<file path="src/rtl/downsampler_seq_pkg.sv">
// Shared types and helpers for the downsampler frame sequencer:
// sequencer state encoding, counter width helpers and crop-origin clamping.
package downsampler_seq_pkg;

   typedef enum logic [1:0] {
      ST_IDLE   = 2'd0,
      ST_ARM    = 2'd1,
      ST_ACTIVE = 2'd2,
      ST_SKIP   = 2'd3
   } seq_state_e;

   localparam int STATS_W = 16;

   // Column counter width for a given sensor line length (never below 1 bit).
   function automatic int col_w(input int sensor_width);
      return (sensor_width > 1) ? $clog2(sensor_width) : 1;
   endfunction

   // Row counter width for a given sensor frame height (never below 1 bit).
   function automatic int row_w(input int sensor_height);
      return (sensor_height > 1) ? $clog2(sensor_height) : 1;
   endfunction

   // Pull a crop origin back so the whole window stays inside the sensor.
   function automatic int unsigned clamp_start(input int unsigned start,
                                               input int unsigned sensor_dim,
                                               input int unsigned image_dim);
      int unsigned lim;
      lim = sensor_dim - image_dim;
      return (start > lim) ? lim : start;
   endfunction

endpackage

</file>
<file path="src/rtl/crop_window_counter.sv">
// Sensor-position counter for the frame sequencer. Tracks the column/row of
// the next accepted pixel and flags whether it lies in the crop window, is
// the last pixel of the window, or is the last pixel of the sensor frame.
module crop_window_counter
   import downsampler_seq_pkg::*;
#(
   parameter int SENSOR_WIDTH  = 640,
   parameter int SENSOR_HEIGHT = 480,
   parameter int IMAGE_WIDTH   = 320,
   parameter int IMAGE_HEIGHT  = 240,
   localparam int COL_W = col_w(SENSOR_WIDTH),
   localparam int ROW_W = row_w(SENSOR_HEIGHT)
) (
   input  logic             clock,
   input  logic             reset,
   input  logic             clear_i,
   input  logic             advance_i,
   input  logic [COL_W-1:0] x_start_i,
   input  logic [ROW_W-1:0] y_start_i,
   output logic             in_window_o,
   output logic             frame_last_o,
   output logic             window_last_o
);

   localparam logic [COL_W-1:0] COL_LAST  = COL_W'(SENSOR_WIDTH - 1);
   localparam logic [ROW_W-1:0] ROW_LAST  = ROW_W'(SENSOR_HEIGHT - 1);
   localparam logic [COL_W:0]   IMG_W_EXT = (COL_W + 1)'(IMAGE_WIDTH);
   localparam logic [ROW_W:0]   IMG_H_EXT = (ROW_W + 1)'(IMAGE_HEIGHT);

   logic [COL_W-1:0] col_q, col_d;
   logic [ROW_W-1:0] row_q, row_d;

   // One extra bit so x_start+IMAGE_WIDTH cannot wrap when the sensor size is a power of two.
   logic [COL_W:0] col_ext, x_lo, x_hi;
   logic [ROW_W:0] row_ext, y_lo, y_hi;

   // Next position: clear has priority over a pixel accepted in the same cycle.
   always_comb begin
      col_d = col_q;
      row_d = row_q;
      if (clear_i) begin
         col_d = '0;
         row_d = '0;
      end else if (advance_i) begin
         if (col_q == COL_LAST) begin
            col_d = '0;
            row_d = (row_q == ROW_LAST) ? '0 : row_q + 1'b1;
         end else begin
            col_d = col_q + 1'b1;
         end
      end
   end

   // Position registers.
   always_ff @(posedge clock or negedge reset) begin
      if (!reset) begin
         col_q <= '0;
         row_q <= '0;
      end else begin
         col_q <= col_d;
         row_q <= row_d;
      end
   end

   // Window bounds and position flags for the pixel presented this cycle.
   always_comb begin
      col_ext       = {1'b0, col_q};
      row_ext       = {1'b0, row_q};
      x_lo          = {1'b0, x_start_i};
      y_lo          = {1'b0, y_start_i};
      x_hi          = x_lo + IMG_W_EXT;
      y_hi          = y_lo + IMG_H_EXT;
      in_window_o   = (col_ext >= x_lo) && (col_ext < x_hi) &&
                      (row_ext >= y_lo) && (row_ext < y_hi);
      window_last_o = (col_ext == x_hi - 1'b1) && (row_ext == y_hi - 1'b1);
      frame_last_o  = (col_q == COL_LAST) && (row_q == ROW_LAST);
   end

endmodule

</file>
<file path="src/rtl/downsampler_frame_sequencer.sv">
// Frame-level controller in front of grayscale_downsampler: crops a window
// out of the sensor stream, pulses the downsampler reset before each frame,
// decimates frames by a programmable skip factor and resynchronises on
// malformed frames.
// Optional build macro DS_SEQ_STATS_EN adds saturating frame statistics
// outputs (frames_passed, frames_skipped, frames_errored).
module downsampler_frame_sequencer
   import downsampler_seq_pkg::*;
#(
   parameter int DATA_WIDTH      = 8,
   parameter int SENSOR_WIDTH    = 640,
   parameter int SENSOR_HEIGHT   = 480,
   parameter int IMAGE_WIDTH     = 320,
   parameter int IMAGE_HEIGHT    = 240,
   parameter int DS_RESET_CYCLES = 2,
   localparam int COL_W = col_w(SENSOR_WIDTH),
   localparam int ROW_W = row_w(SENSOR_HEIGHT)
) (
   input  logic                  clock,
   input  logic                  reset,
   input  logic                  cam_valid,
   input  logic                  cam_vsync,
   input  logic [DATA_WIDTH-1:0] cam_data,
   input  logic [COL_W-1:0]      cfg_x_start,
   input  logic [ROW_W-1:0]      cfg_y_start,
   input  logic [3:0]            cfg_frame_skip,
   output logic                  ds_reset,
   output logic                  ds_valid,
   output logic                  ds_vsync,
   output logic [DATA_WIDTH-1:0] ds_data,
   output logic                  frame_done,
   output logic                  frame_error,
   output logic                  busy
`ifdef DS_SEQ_STATS_EN
   ,
   output logic [STATS_W-1:0]    frames_passed,
   output logic [STATS_W-1:0]    frames_skipped,
   output logic [STATS_W-1:0]    frames_errored
`endif
);

   localparam int                ARM_W    = $clog2(DS_RESET_CYCLES + 1);
   localparam logic [ARM_W-1:0]  ARM_LAST = ARM_W'(DS_RESET_CYCLES - 1);

   seq_state_e       state_q, state_d;
   logic [ARM_W-1:0] arm_cnt_q, arm_cnt_d;
   logic [3:0]       skip_q, skip_d;
   logic [COL_W-1:0] x_start_q, x_start_d;
   logic [ROW_W-1:0] y_start_q, y_start_d;

   logic                  vsync_q;
   logic                  seen_clk_q;
   logic                  ds_reset_q;
   logic                  ds_valid_q;
   logic [DATA_WIDTH-1:0] ds_data_q;
   logic                  frame_done_q;
   logic                  frame_error_q;
   logic                  busy_q;

   logic vs_rise;
   logic frame_end;
   logic start_frame;
   logic cnt_clear;
   logic cnt_advance;
   logic fwd;
   logic err;
   logic in_window;
   logic frame_last;
   logic window_last;

   // The very first edge after reset has no valid previous vsync to compare against.
   assign vs_rise   = cam_vsync & ~vsync_q & seen_clk_q;
   assign frame_end = cam_valid & frame_last;

   crop_window_counter #(
      .SENSOR_WIDTH  (SENSOR_WIDTH),
      .SENSOR_HEIGHT (SENSOR_HEIGHT),
      .IMAGE_WIDTH   (IMAGE_WIDTH),
      .IMAGE_HEIGHT  (IMAGE_HEIGHT)
   ) u_window (
      .clock         (clock),
      .reset         (reset),
      .clear_i       (cnt_clear),
      .advance_i     (cnt_advance),
      .x_start_i     (x_start_q),
      .y_start_i     (y_start_q),
      .in_window_o   (in_window),
      .frame_last_o  (frame_last),
      .window_last_o (window_last)
   );

   // Next-state logic; a vsync rise (new frame start) overrides every other transition.
   always_comb begin
      state_d     = state_q;
      arm_cnt_d   = arm_cnt_q;
      skip_d      = skip_q;
      x_start_d   = x_start_q;
      y_start_d   = y_start_q;
      start_frame = 1'b0;
      cnt_clear   = 1'b0;
      cnt_advance = 1'b0;
      fwd         = 1'b0;
      err         = 1'b0;

      case (state_q)
         ST_IDLE: begin
            start_frame = vs_rise;
         end
         ST_ARM: begin
            cnt_advance = cam_valid;
            if (arm_cnt_q == ARM_LAST) begin
               state_d = ST_ACTIVE;
            end else begin
               arm_cnt_d = arm_cnt_q + 1'b1;
            end
            if (frame_end) begin
               state_d = ST_IDLE;
            end
            if (vs_rise) begin
               err         = ~frame_end;
               start_frame = 1'b1;
            end
         end
         ST_ACTIVE, ST_SKIP: begin
            cnt_advance = cam_valid;
            fwd         = (state_q == ST_ACTIVE) & cam_valid & in_window;
            if (frame_end) begin
               state_d = ST_IDLE;
            end
            // A rise coinciding with the final pixel is a clean back-to-back frame.
            if (vs_rise) begin
               err         = ~frame_end;
               start_frame = 1'b1;
            end
         end
         default: begin
            state_d = ST_IDLE;
         end
      endcase

      if (start_frame) begin
         cnt_clear = 1'b1;
         arm_cnt_d = '0;
         x_start_d = COL_W'(clamp_start(32'(cfg_x_start), SENSOR_WIDTH, IMAGE_WIDTH));
         y_start_d = ROW_W'(clamp_start(32'(cfg_y_start), SENSOR_HEIGHT, IMAGE_HEIGHT));
         if (skip_q == 4'd0) begin
            state_d = ST_ARM;
            skip_d  = cfg_frame_skip;
         end else begin
            state_d = ST_SKIP;
            skip_d  = skip_q - 1'b1;
         end
      end
   end

   // Sequencer state, ARM timer, skip counter and latched crop origin.
   always_ff @(posedge clock or negedge reset) begin
      if (!reset) begin
         state_q   <= ST_IDLE;
         arm_cnt_q <= '0;
         skip_q    <= '0;
         x_start_q <= '0;
         y_start_q <= '0;
      end else begin
         state_q   <= state_d;
         arm_cnt_q <= arm_cnt_d;
         skip_q    <= skip_d;
         x_start_q <= x_start_d;
         y_start_q <= y_start_d;
      end
   end

   // Registered outputs; ds_reset/busy follow the state entered on this edge.
   always_ff @(posedge clock or negedge reset) begin
      if (!reset) begin
         vsync_q       <= 1'b0;
         seen_clk_q    <= 1'b0;
         ds_reset_q    <= 1'b1;
         ds_valid_q    <= 1'b0;
         ds_data_q     <= '0;
         frame_done_q  <= 1'b0;
         frame_error_q <= 1'b0;
         busy_q        <= 1'b0;
      end else begin
         vsync_q       <= cam_vsync;
         seen_clk_q    <= 1'b1;
         ds_reset_q    <= (state_d == ST_IDLE) || (state_d == ST_ARM);
         ds_valid_q    <= fwd;
         if (fwd) begin
            ds_data_q <= cam_data;
         end
         frame_done_q  <= fwd & window_last;
         frame_error_q <= err;
         busy_q        <= (state_d != ST_IDLE);
      end
   end

   assign ds_reset    = ds_reset_q;
   assign ds_valid    = ds_valid_q;
   assign ds_vsync    = vsync_q;
   assign ds_data     = ds_data_q;
   assign frame_done  = frame_done_q;
   assign frame_error = frame_error_q;
   assign busy        = busy_q;

`ifdef DS_SEQ_STATS_EN
   logic [2:0] stat_inc;
   logic       skip_end;

   // A skipped frame is only tallied when it runs to its natural end.
   assign skip_end = (state_q == ST_SKIP) & frame_end;
   assign stat_inc = {err, skip_end, fwd & window_last};

   for (genvar gi = 0; gi < 3; gi++) begin : g_stat
      logic [STATS_W-1:0] cnt_q;

      // Saturating event counter.
      always_ff @(posedge clock or negedge reset) begin
         if (!reset) begin
            cnt_q <= '0;
         end else if (stat_inc[gi] && (cnt_q != {STATS_W{1'b1}})) begin
            cnt_q <= cnt_q + 1'b1;
         end
      end
   end

   assign frames_passed  = g_stat[0].cnt_q;
   assign frames_skipped = g_stat[1].cnt_q;
   assign frames_errored = g_stat[2].cnt_q;
`endif

endmodule

</file>
<file path="config.mk">
export PLATFORM = sky130hd
export DESIGN_NAME = downsampler_frame_sequencer
export DESIGN_NICKNAME = d
export VERILOG_FILES = /design/src/rtl/downsampler_seq_pkg.sv /design/src/rtl/crop_window_counter.sv /design/src/rtl/downsampler_frame_sequencer.sv
export SDC_FILE = /design/constraint.sdc
export NUM_CORES = 1
export LEC_CHECK = 0
export ABC_CLOCK_PERIOD_IN_PS = 3170
export BUFFER_PORTS_ARGS = -buffer_cell sky130_fd_sc_hd__buf_2
export CORE_MARGIN = 10
export CORE_UTILIZATION = 45
export CTS_CLUSTER_DIAMETER = 120
export DETAILED_ROUTE_END_ITERATION = 10
export RECOVER_POWER = 50
export SYNTH_ARGS = -nofsm -noshare
export SYNTH_HDL_FRONTEND = slang
export SYNTH_SLANG_ARGS = --single-unit
</file>
<file path="constraint.sdc">
create_clock -name clock -period 3.17 [get_ports clock]
set_input_delay 0.1585 -clock clock [delete_from_list [all_inputs] [get_ports clock]]
set_output_delay 0.1585 -clock clock [all_outputs]
set_load 0.01 [all_outputs]
</file>
==> results.sh, run 1 <==
export IMPL_clkLatencyLatePin_ns=0.35
export IMPL_p_sw_mw=0.967
export IMPL_fp_dieArea_mm2=0.0133
export IMPL_slew_viol_final=38
export IMPL_period_share=0.927
export IMPL_whs_ns=0.0214
export IMPL_avgRoutedWirePerCell_um=16.0
export IMPL_nets=582
export IMPL_final_util=0.529
export IMPL_start_util=0.465
export IMPL_cts_resized=0
export IMPL_crit_family="adder cells"
export IMPL_setup_viol=0
export IMPL_synth_most_common_cell="dfrtp_1"
export IMPL_ys_warn_count=0
export IMPL_crit_path_start_kind="flop"
export IMPL_seq_area_frac_synth=0.375
export IMPL_dpl_cell_area_mm2=0.00444
export IMPL_antenna_found_initial=0
export IMPL_async_flop_share=1.00
export IMPL_cp_required_ns=3.40
export IMPL_hold_depth=3
export IMPL_die_x_um=115
export IMPL_drt_drc_violations_left=0
export IMPL_io_buffers=48
export IMPL_worst_path_stages=11
export IMPL_swShare=0.362
export IMPL_antennaDiodeCount=0
export IMPL_worst_setup_path_end_kind="flop"
export IMPL_yosys_cell_types_count=58
export IMPL_dr_pass1_iters=5
export IMPL_area_growth_pct=13.6
export IMPL_cts_num_sinks=61
export IMPL_synth_top_cell_by_area="dfrtp_1"
export IMPL_cts_made_buffers=9
export IMPL_htreeDepth=3
export IMPL_slowest_stage="dfrtp_1"
export IMPL_crit_top_cell="ha_1"
export IMPL_tns_ns=0
export IMPL_crit_type="flop to flop"
export IMPL_worst_pin_slew_ns=2.12
export IMPL_maxCapViolCount=1
export IMPL_syn_instance_count=457
export IMPL_ir_drop_mv=0.315
export IMPL_skew_ns=0.00933
export IMPL_p_clk_frac=0.269
export IMPL_gp_congestion=0.851
export IMPL_yosys_top_cells_area="dfrtp_1, ha_1, o21ai_0"
export IMPL_synth_edf_count=0
export IMPL_power_density_mw_per_mm2=577
export IMPL_wl_mm=9.93
export IMPL_synthTopCellsByCount="dfrtp_1, o21ai_0, nand2_1"
export IMPL_antenna_left=0
export IMPL_grt_overflow_total=0
export IMPL_ios=49
export IMPL_rsz0062_at_grt="no"
export IMPL_syn_area_per_cell_um2=8.92
export IMPL_cts_tree="done"
export IMPL_synth_seq_cells=61
export IMPL_grt_pass1_wl_mm=16.7
export IMPL_min_period_ns=2.94
export IMPL_p_seq_frac=0.412
export IMPL_syn_num_nets=530
export IMPL_synthFlopType="dfrtp_1"
export IMPL_max_slew_margin_rel=-0.413
export IMPL_rows=34
export IMPL_grtUsageTotal=0.155
export IMPL_drt_iter0_markers=224
export IMPL_synth_area_mm2=0.00408
export IMPL_avgViaCountPerCell=5.61
export IMPL_crit_fanout=10
export IMPL_combPwrFrac=0.319
export IMPL_die_h_um=115
export IMPL_clk_path_buf_depth=2
export IMPL_fin_area_mm2=0.00463
export IMPL_path_buf_inv=2
export IMPL_violations="max-capacitance violations, max-slew violations"
export IMPL_dpl_hpwl_mm=7.63
export IMPL_synth_top_cell_area_share=0.368
export IMPL_status="finished with violations"
export IMPL_grt_max_degree=38
export IMPL_crit_arrival_ns=3.17
export IMPL_internal_power_mw=1.71
export IMPL_final_hold_viol_count=0
export IMPL_layout_drive_gt1_share=0.138
export IMPL_critical_path_max_stage_delay_ns=0.45
export IMPL_max_freq_mhz=340
export IMPL_clk_pin_slew_ns=0.07
export IMPL_grt_pass1_vias=3467
export IMPL_p_total_mw=2.67
export IMPL_p_leak_nw=2.16
export IMPL_num_vias=3483
export IMPL_core_mm2=0.00876
export IMPL_r2r_cells=11
export IMPL_hold_class="input pin to flop"
export IMPL_root_buffer="clkbuf_8"
export IMPL_path_cells="inv_1 > ha_1 > nor3b_1 > xnor2_1 > ha_1 > a21oi_1 > o22ai_1 > a211oi_1 > nand4b_1 > buf_4 > mux2_2"
==> per-layer routing <==
layer,track usage,part of all wire
met4,0.0594,0.016
met2,0.240,0.47
met3,0.0333,0.041
met1,0.206,0.47
met5,0,0
==> cells in the final DEF (no fill, tap or decap), types with 4 or more instances in the layout <==
cell      Yosys  routed
buf_4         0       4
mux2_2       10      10
nand3_1      18      18
xnor2_1      19      19
clkbuf_1     14      18
buf_2         1      32
nand4_1       7       7
a21o_1        7       7
a31oi_1       6       6
clkbuf_8      0      11
nor3_1       13      13
o21ai_1       5       5
inv_1        32      32
xor2_1       13      13
nor3b_1       6       6
nand2b_1      6       6
nor2_1       31      31
ha_1         38      38
a21oi_1      23      23
o21ai_0      43      43
nand2_1      39      39
and3_1        6       6
dfrtp_1      60      60
==> tightest hold or removal path, delay by kind of cell <==
kind / cells / cell delay, ns
buffers and inverters: 1 / 0.09
AND/OR/NAND/NOR: 1 / 0.04
AO/OA/AOI/OAI: 1 / 0.05
==> path summary, 6_finish.rpt <==
check	startpoint	end	slack [ns]
worst max-delay path	y_start_q[4]$_DFFE_PN0P_	ds_data[7]$_DFFE_PN0P_	0.23
max in group asynchronous	reset	frame_done$_DFF_PN0_	0.68
worst min-delay path	cfg_x_start[3]	x_start_q[3]$_DFFE_PN0P_	0.02
worst min register to register	ds_data[1]$_DFFE_PN0P_	ds_data[1]$_DFFE_PN0P_	0.50
min in group asynchronous	reset	y_start_q[3]$_DFFE_PN0P_	0.96
worst max register to register	y_start_q[4]$_DFFE_PN0P_	ds_data[7]$_DFFE_PN0P_	0.23
==> cells by family (layout without fill, tap and decap cells) <==
logic type	Yosys count	count (layout)	synth area share
simple gates	148	148	0.183
compound gates	117	117	0.179
flops	61	61	0.375
other cells	1	1	0.000920
mux	10	10	0.0276
fa+ha+maj	38	38	0.117
buf+inv	49	105	0.0454
xor+xnor	33	33	0.0727
==> final cells by class <==
| cell class | count | area [um2] |
|---|---|---|
| clock buffers | 11 | 151 |
| inverters | 34 | 128 |
| multi-input cells | 347 | 2360 |
| well taps | 108 | 135 |
| clock inverters | 4 | 47.5 |
| flip-flops and latches | 61 | 1530 |
| repair buffers | 56 | 278 |
| fillers | 845 | 4130 |
==> flip-flops by register name (all words and copies together) (netlist names) <==
| signal | cells |
|---|---|
| u_window.row_q | 9 |
| ds_vsync | 1 |
| u_window.col_q | 10 |
| arm_cnt_q | 2 |
| x_start_q | 10 |
| y_start_q | 9 |
| ds_valid | 1 |
| frame_error | 1 |
| frame_done | 1 |
| busy | 1 |
| seen_clk_q | 1 |
| state_q | 2 |
| ds_data | 8 |
| skip_q | 4 |
| ds_reset | 1 |
==> power groups by stage <==
stage | clock [mW] | combinational, mW | sequential (mW)
detailed placement | 0 | 0.856 | 1.11
global route | 0.776 | 0.978 | 1.13
global placement | 0 | 0.840 | 1.11
finish | 0.718 | 0.854 | 1.10
floorplan | 0 | 0.668 | 1.05
CTS | 0.742 | 0.866 | 1.10
==> through the flow <==
stage	instances	setup slack [ns]
3_5_place_dp	604	0.293
3_3_place_gp	604	0.473
6_report	621	0.230
4_1_cts	621	0.267
5_1_grt	621	0.0662
2_1_floorplan	457	0.458
==> what timing repair did <==
action | CTS | global route
endpoints found under the hold margin | 36 | 0
setup endpoints to repair | 0 | 0
hold buffers | 2 | 0
setup buffers | 0 | 0
No activity file was read; power rests on OpenSTA's default activity.
==> inputs of run 2 (changes only) <==
--- a/config.mk
+++ b/config.mk
@@ -11,7 +11,9 @@
 export CORE_UTILIZATION = 45
 export CTS_CLUSTER_DIAMETER = 120
 export DETAILED_ROUTE_END_ITERATION = 10
+export PLACE_DENSITY_LB_ADDON = 0.25
 export RECOVER_POWER = 50
+export SLEW_MARGIN = 25
 export SYNTH_ARGS = -nofsm -noshare
 export SYNTH_HDL_FRONTEND = slang
 export SYNTH_SLANG_ARGS = --single-unit
==> run 2 against run 1 <==
  * The flow now finishes without violations
  * Worst hold slack improved by 0.0026 ns
  * Sequential share of layout area rose by 0.089 points
  * Clock power decreased by 2%
  * Wire length increased by 1.6%
  * Power is 0.16% lower
  * Non-clock buffer count did not move
  * Register-to-register slack improved by 0.07 ns
  * Clock skew fell by 0.0037 ns
  * Critical path depth unchanged
  * Die area unchanged
  * Cell area decreased by 0.27%
  * Critical endpoint is now ds_data[2]$_DFFE_PN0P_
  * Largest cell class unchanged
==> results.sh, run 2 (synthesized netlist as in run 1, its figures left out) <==
export IMPL_status="completed"
export IMPL_grt_max_degree=38
export IMPL_fin_ws_ns=0.302
export IMPL_htreeDepth=3
export IMPL_cts_num_sinks=61
export IMPL_clk_pin_slew_ns=0.07
export IMPL_max_slew_margin_rel=0.0307
export IMPL_p_total_mw=2.67
export IMPL_dpl_hpwl_mm=7.70
export IMPL_area_growth_pct=13.3
export IMPL_largestRegisters="u_window.col_q (10), x_start_q (10)"
export IMPL_ios=49
export IMPL_grt_pass1_wl_mm=16.8
export IMPL_crit_fanout=10
export IMPL_crit_type="flop to flop"
export IMPL_gp_congestion=0.896
export IMPL_wl_mm=10.1
export IMPL_worst_setup_path_end_kind="flop"
export IMPL_crit_arrival_ns=3.10
export IMPL_cts_resized=0
export IMPL_min_to="x_start_q[1]$_DFFE_PN0P_"
export IMPL_clkLatencyLatePin_ns=0.35
export IMPL_whs_ns=0.0240
export IMPL_dpl_cell_area_mm2=0.00444
export IMPL_p_leak_nw=2.15
export IMPL_tns_ns=0
export IMPL_critical_path_max_stage_delay_ns=0.47
export IMPL_final_cell_mix="dfrtp_1, o21ai_0, nand2_1"
export IMPL_core_mm2=0.00876
export IMPL_min_from="cfg_x_start[1]"
export IMPL_grt_pass1_vias=3532
export IMPL_rsz0062_at_grt="no"
export IMPL_slowest_stage="dfrtp_1"
export IMPL_final_hold_viol_count=0
export IMPL_layout_drive_gt1_share=0.134
export IMPL_period_share=0.905
export IMPL_grt_overflow_total=0
export IMPL_reg2reg_setup_slack_ns=0.30
export IMPL_min_period_ns=2.87
export IMPL_avgRoutedWirePerCell_um=16.2
export IMPL_antennaDiodeCount=0
export IMPL_cts_made_buffers=9
export IMPL_drt_drc_violations_left=0
export IMPL_die_h_um=115
export IMPL_hold_depth=3
export IMPL_cts_tree="done"
export IMPL_r2r_cells=11
export IMPL_ir_drop_mv=0.412
export IMPL_cp_required_ns=3.40
export IMPL_grtUsageTotal=0.156
export IMPL_power_density_mw_per_mm2=578
export IMPL_timing_rr_end="ds_data[2]$_DFFE_PN0P_"
export IMPL_worst_pin_slew_ns=1.45
export IMPL_antenna_left=0
export IMPL_r2r_start="y_start_q[4]$_DFFE_PN0P_"
export IMPL_antenna_found_initial=0
export IMPL_final_common_cell="dfrtp_1"
export IMPL_crit_family="adder cells"
export IMPL_start_util=0.465
export IMPL_path_cells="inv_1 > ha_1 > nor3b_1 > xnor2_1 > ha_1 > a21oi_1 > o22ai_1 > a211oi_1 > nand4b_1 > buf_4 > mux2_2"
export IMPL_final_util=0.527
export IMPL_rows=34
export IMPL_setup_viol=0
export IMPL_num_vias=3498
export IMPL_place_ws_ns=0.350
export IMPL_slew_viol_final=0
export IMPL_avgViaCountPerCell=5.62
export IMPL_fin_area_mm2=0.00462
export IMPL_dr_pass1_iters=4
export IMPL_drt_iter0_markers=156
export IMPL_hold_class="input pin to flop"
export IMPL_clk_path_buf_depth=2
export IMPL_skew_ns=0.00561
export IMPL_max_freq_mhz=349
export IMPL_cp_startpoint="y_start_q[4]$_DFFE_PN0P_"
export IMPL_nets=582
export IMPL_root_buffer="clkbuf_8"
export IMPL_nFillCells=830
export IMPL_fp_dieArea_mm2=0.0133
export IMPL_dp_cells=604
export IMPL_fin_cells=622
export IMPL_crit_top_cell="ha_1"
export IMPL_io_buffers=48
export IMPL_crit_path_start_kind="flop"
export IMPL_path_buf_inv=2
export IMPL_maxCapViolCount=0
export IMPL_die_x_um=115
## run 2: worst max path at each step
| stage | end | cells past startpoint |
|---|---|---|
| global placement | ds_data[2]$_DFFE_PN0P_ | 11 |
| finish | ds_data[2]$_DFFE_PN0P_ | 11 |
| CTS | ds_data[2]$_DFFE_PN0P_ | 11 |
| floorplan | ds_data[0]$_DFFE_PN0P_ | 10 |
| global route | ds_data[5]$_DFFE_PN0P_ | 11 |
| detailed placement | ds_data[2]$_DFFE_PN0P_ | 11 |
## run 2: worst register-to-register path, stage by stage (launching register included)
cell and delay (ns):
dfrtp_1 0.47, inv_1 0.17, ha_1 0.24, nor3b_1 0.27
xnor2_1 0.21, ha_1 0.30, a21oi_1 0.15, o22ai_1 0.09
a211oi_1 0.24, nand4b_1 0.14, buf_4 0.20, mux2_2 0.28
## run 2: timing repair
item / 4_1_cts / 5_1_grt
endpoints found under the hold margin: 25 / 0
hold buffers: 2 / 0
buffers inserted: 0 / 0
## run 2: routing by layer
metal  up-vias  part of all wire  global-route usage  routed length, um
li1       1733                 -                   -                  -
met1      1670              0.47               0.200               4760
met2        78              0.47               0.252               4690
met3        17             0.043              0.0313                438
met4         0             0.020              0.0635                199
met5         -                 0                   0                  0
## run 2: area by class of cell
type	instances	area [um2]	share of cell area
inverters	34	128	0.0276
flip-flops and latches	61	1530	0.331
clock buffers	12	145	0.0314
clock inverters	4	47.5	0.0103
repair buffers	56	272	0.0588
well taps	108	135	0.0293
multi-input cells	347	2360	0.512
## run 2: power breakdown
part           leakage (nW)  internal (mW)  switching (mW)
Combinational          1.28          0.395           0.461
Clock                0.0964          0.383           0.324
Sequential            0.778          0.912           0.195
Total                  2.15           1.69           0.980
